$ cat src/rtl/sar_search_pkg.sv
// Shared types and helpers for the successive-approximation search controller.
package sar_search_pkg;

  typedef enum logic [1:0] {
    S_IDLE   = 2'd0,
    S_TRIAL  = 2'd1,
    S_VERIFY = 2'd2,
    S_DONE   = 2'd3
  } state_e;

  // Bit-index width; a 1-bit operand still needs a 1-bit index register.
  function automatic int sar_clog2(input int v);
    int r;
    r = 0;
    for (int i = 0; i < 31; i++)
      if ((1 << i) < v) r = i + 1;
    return (r < 1) ? 1 : r;
  endfunction

endpackage

$ cat src/rtl/sar_search_ctrl.sv
// SAR search controller: drives comparator operand a (guess) and resolves the
// unknown b operand from the lesser/greater/equal flags, MSB first.
module sar_search_ctrl
  import sar_search_pkg::*;
#(
  parameter int N = 8
) (
  input  logic         clk,
  input  logic         rst_n,
  input  logic         start,
  input  logic         lesser,
  input  logic         greater,
  input  logic         equal,
  output logic [N-1:0] guess,
  output logic         busy,
  output logic         done,
  output logic         found,
  output logic         error,
  output logic [N-1:0] result
);

  localparam int IW = sar_clog2(N);

  state_e          r_state;
  logic [N-1:0]    r_acc;
  logic [N-1:0]    r_result;
  logic [IW-1:0]   r_idx;
  logic            r_busy, r_done, r_found, r_error;

  logic [N-1:0]    w_mask;
  logic [N-1:0]    w_trial;
  logic            w_onehot;

  assign w_mask   = {{(N-1){1'b0}}, 1'b1} << r_idx;
  assign w_trial  = r_acc | w_mask;
  assign w_onehot = $onehot({lesser, greater, equal});

  always_comb begin
    guess = r_result;
    case (r_state)
      S_TRIAL:  guess = w_trial;
      S_VERIFY: guess = r_acc;
      default:  guess = r_result;
    endcase
  end

  always_ff @(posedge clk or negedge rst_n) begin
    if (!rst_n) begin
      r_state  <= S_IDLE;
      r_acc    <= '0;
      r_result <= '0;
      r_idx    <= '0;
      r_busy   <= 1'b0;
      r_done   <= 1'b0;
      r_found  <= 1'b0;
      r_error  <= 1'b0;
    end else begin
      r_done <= 1'b0;
      case (r_state)
        S_IDLE: begin
          if (start) begin
            r_acc   <= '0;
            r_idx   <= IW'(N-1);
            r_found <= 1'b0;
            r_error <= 1'b0;
            r_busy  <= 1'b1;
            r_state <= S_TRIAL;
          end
        end
        S_TRIAL: begin
          if (!w_onehot) begin
            r_error  <= 1'b1;
            r_result <= r_acc;
            r_busy   <= 1'b0;
            r_done   <= 1'b1;
            r_state  <= S_DONE;
          end else if (equal) begin
            r_acc    <= w_trial;
            r_result <= w_trial;
            r_found  <= 1'b1;
            r_busy   <= 1'b0;
            r_done   <= 1'b1;
            r_state  <= S_DONE;
          end else begin
            if (lesser) r_acc <= w_trial;
            if (r_idx == '0) r_state <= S_VERIFY;
            else             r_idx   <= r_idx - 1'b1;
          end
        end
        S_VERIFY: begin
          // Only reached for target 0 or a target that moved mid-search.
          r_result <= r_acc;
          r_found  <= equal;
          r_error  <= !w_onehot;
          r_busy   <= 1'b0;
          r_done   <= 1'b1;
          r_state  <= S_DONE;
        end
        default: r_state <= S_IDLE;
      endcase
    end
  end

  assign busy   = r_busy;
  assign done   = r_done;
  assign found  = r_found;
  assign error  = r_error;
  assign result = r_result;

endmodule

$ cat config.mk
export PLATFORM = sky130hd
export DESIGN_NAME = sar_search_ctrl
export DESIGN_NICKNAME = d
export VERILOG_FILES = /design/src/rtl/sar_search_pkg.sv /design/src/rtl/sar_search_ctrl.sv
export SDC_FILE = /design/constraint.sdc
export NUM_CORES = 1
export LEC_CHECK = 0
export CORE_UTILIZATION = 35
export CTS_CLUSTER_DIAMETER = 50
export CTS_CLUSTER_SIZE = 25
export DETAILED_ROUTE_END_ITERATION = 8
export GPL_TIMING_DRIVEN = 1
export PLACE_DENSITY_LB_ADDON = 0.12
export SYNTH_ARGS = -nofsm -noshare
export SYNTH_HDL_FRONTEND = slang
export SYNTH_SLANG_ARGS = --single-unit
$ cat constraint.sdc
create_clock -name clk -period 2.3 [get_ports clk]
set_input_delay 0.23 -clock clk [delete_from_list [all_inputs] [get_ports clk]]
set_output_delay 0.23 -clock clk [all_outputs]
set_load 0.03 [all_outputs]
==> flow_metrics.tcl <==
set metrics [dict create \
    status "finished, final reports clean" \
    nNetsFinal 225 \
    dp_worst_setup_slack_ps -149 \
    numCtsBuffers 3 \
    cp.arrival_ps 1950 \
    initial_utilization 0.364 \
    finalPower_mw 2.95 \
    routedWlPerCell_um 14.5 \
    fmax_mhz 458 \
    die_h_um 69.6 \
    worst_pin_slew_ps 753 \
    vias 1341 \
    syn_avg_cell_area_um2 9.08 \
    final.setup.tns_ps 0 \
    synth_ff_type "dfrtp_1" \
    min_period_over_period 0.949 \
    drive_gt1_frac 0.189 \
    worstSetupEndpointType "primary output" \
    synthArstFlopShare 1.00 \
    grt_pass1_wl_um 6380 \
    rsz0062_at_grt "no" \
    die_area_um2 4840 \
    syn-instance-count 176 \
    cpMostUsedCell "nor2_1" \
    ys_types 36 \
    dpl.hpwl_um 2680 \
    syn_nets 194 \
    rows 24 \
    path_class "flip-flop to primary output" \
    grt_overflow_total 0 \
    yosysWarnings 0 \
    layout_commonest_cell "dfrtp_1" \
    syn-cell-area_um2 1600 \
    worstPathMaxFanout 6 \
    hold_path.class "input port to asynchronous set/reset pin" \
    powerDensity_nw_per_um2 1480 \
    clkLatencyLatePin_ps 270 \
    ctsHoldBuffers 0 \
    startpoint_type "flip-flop" \
    cap_viol_max_count 0 \
    place_area_um2 1940 \
    setup_viol 0 \
    setup_ws_ps 117 \
    via_per_inst 5.20 \
    syn2layout_area_growth_pct 24.5 \
    ioPinCount 26 \
    drt_iter0_markers 58 \
    clk_path_buf_depth 2 \
    fin_cells 258 \
    ys_ff_latch 25 \
    first_pass_iters 4 \
    grt_pass1_vias 1267 \
    slowest_stage "dfrtp_1" \
    hold_slack_ps 326 \
    die_w_um 69.6 \
    cts_tree "built" \
    grt_usage 0.164 \
    cp_cell_sequence "inv_1, ha_1, nor2b_2, nor2_1, nor2_1, mux2_2, buf_4" \
    portBuffers 25 \
    finalCoreUtilization 0.454 \
    cts.sinks 25 \
    post-place-cells 254 \
    max_stage_delay_ps 440 \
    path_clk_slew_ps 100 \
    htree_levels 1 \
    hold_viol 0 \
    clock-root-buffer "clkbuf_8" \
    leakage_nw 0.872 \
    fin_area_um2 1990 \
    synth-seq-area-share 0.392 \
    antennaDiodeCount 0 \
    fin_crit_ps 2180 \
    antenna_found_initial 0 \
    required_ps 2070 \
    synth_enable_flop_cells 0 \
    cts_setup_buffers 0 \
    grt_max_degree 26 \
    drtAntennaViolNets 0 \
    gp_congestion 0.768 \
    relSlewSlack 0.498 \
    drv_slew 0 \
    vdd_drop_max_mv 0.468 \
    drc 0 \
    wl_um 3740 \
    core_area_um2 4380 \
    layout_common_cells "dfrtp_1 (25), nor2_1 (21), a21oi_1 (18), nand2_1 (18), clkdlybuf4s50_1 (17)" \
    clock_skew_ps 1.85 \
]
Yosys cell counts (2+ instances only):
cell type | number | share of area
dfrtp_1 | 25 | 0.39
ha_1 | 11 | 0.086
nand2b_1 | 2 | 0.0078
nor2b_1 | 6 | 0.023
a21boi_0 | 2 | 0.0094
a21oi_1 | 18 | 0.056
nor2_1 | 21 | 0.049
nor3b_2 | 3 | 0.023
a31oi_1 | 4 | 0.016
o221a_2 | 2 | 0.014
o21ai_1 | 8 | 0.025
nand4_1 | 2 | 0.0078
buf_2 | 3 | 0.0094
mux2_2 | 8 | 0.056
o21a_1 | 9 | 0.042
o21ai_0 | 5 | 0.016
inv_1 | 8 | 0.019
nand2_1 | 18 | 0.042
clkbuf_1 | 4 | 0.0094
critical path: cells and delay by family, from the launching register on:
family        cells  cell delay (ps)
flops             1              440
simple gates      3              380
fa+ha+maj         1              310
buf+inv           2              290
mux               1              260
per-layer routing:
| metal | wire length [um] | global-route usage | share of wire |
|---|---|---|---|
| met3 | 86 | 0.0174 | 0.023 |
| met5 | 0 | 0 | 0 |
| met2 | 1690 | 0.274 | 0.45 |
| met4 | 19 | 0.0408 | 0.0051 |
| met1 | 1950 | 0.228 | 0.52 |
kinds of logic (layout without fill, tap and decap cells):
logic type / Yosys count / after routing / synth area share
adders and majority gates: 12 / 12 / 0.0987
and+or+nand+nor: 60 / 60 / 0.192
AOI/OAI and AO/OA: 55 / 55 / 0.218
DFF: 25 / 25 / 0.392
muxes: 9 / 9 / 0.0626
buffers and inverters: 15 / 45 / 0.0376
worst paths after layout:
path | startpoint | cells past startpoint | end | slack [ps]
max in group asynchronous | rst_n | 2 | result[7] | 1720
min in group clk | result[1] | 2 | result[1] | 510
worst min-delay path | rst_n | 2 | r_state[1] | 330
worst max-delay path | r_idx[0] | 7 | guess[0] | 120
worst max register to register | r_state[1] | 7 | result[5] | 460
worst min register to register | result[1] | 2 | result[1] | 510
state kept, by name, indices dropped and copies added (netlist names):
register / flops
found: 1
result: 8
busy: 1
r_acc: 8
done: 1
r_idx: 3
error: 1
r_state: 2
area by class of cell:
type | instances | area (um^2)
Fill cell | 447 | 2390
Multi-Input combinational cell | 136 | 920
Sequential cell | 25 | 626
Timing Repair Buffer | 33 | 303
Tap cell | 52 | 65.1
Clock buffer | 3 | 41.3
Inverter | 8 | 30.0
Clock inverter | 1 | 5.00
power breakdown:
part	leakage (nW)	total, mW	switching [mW]	internal [mW]
logic	0.528	1.89	1.07	0.814
clock network	0.0255	0.276	0.155	0.121
registers	0.318	0.789	0.183	0.606
total	0.872	2.95	1.41	1.54
timing repair:
action                     4_1_cts  5_1_grt
resized for setup                1        2
setup endpoints to repair        5        8
gates cloned                     0        0
Note: power is estimated with default switching activity, not from simulation.
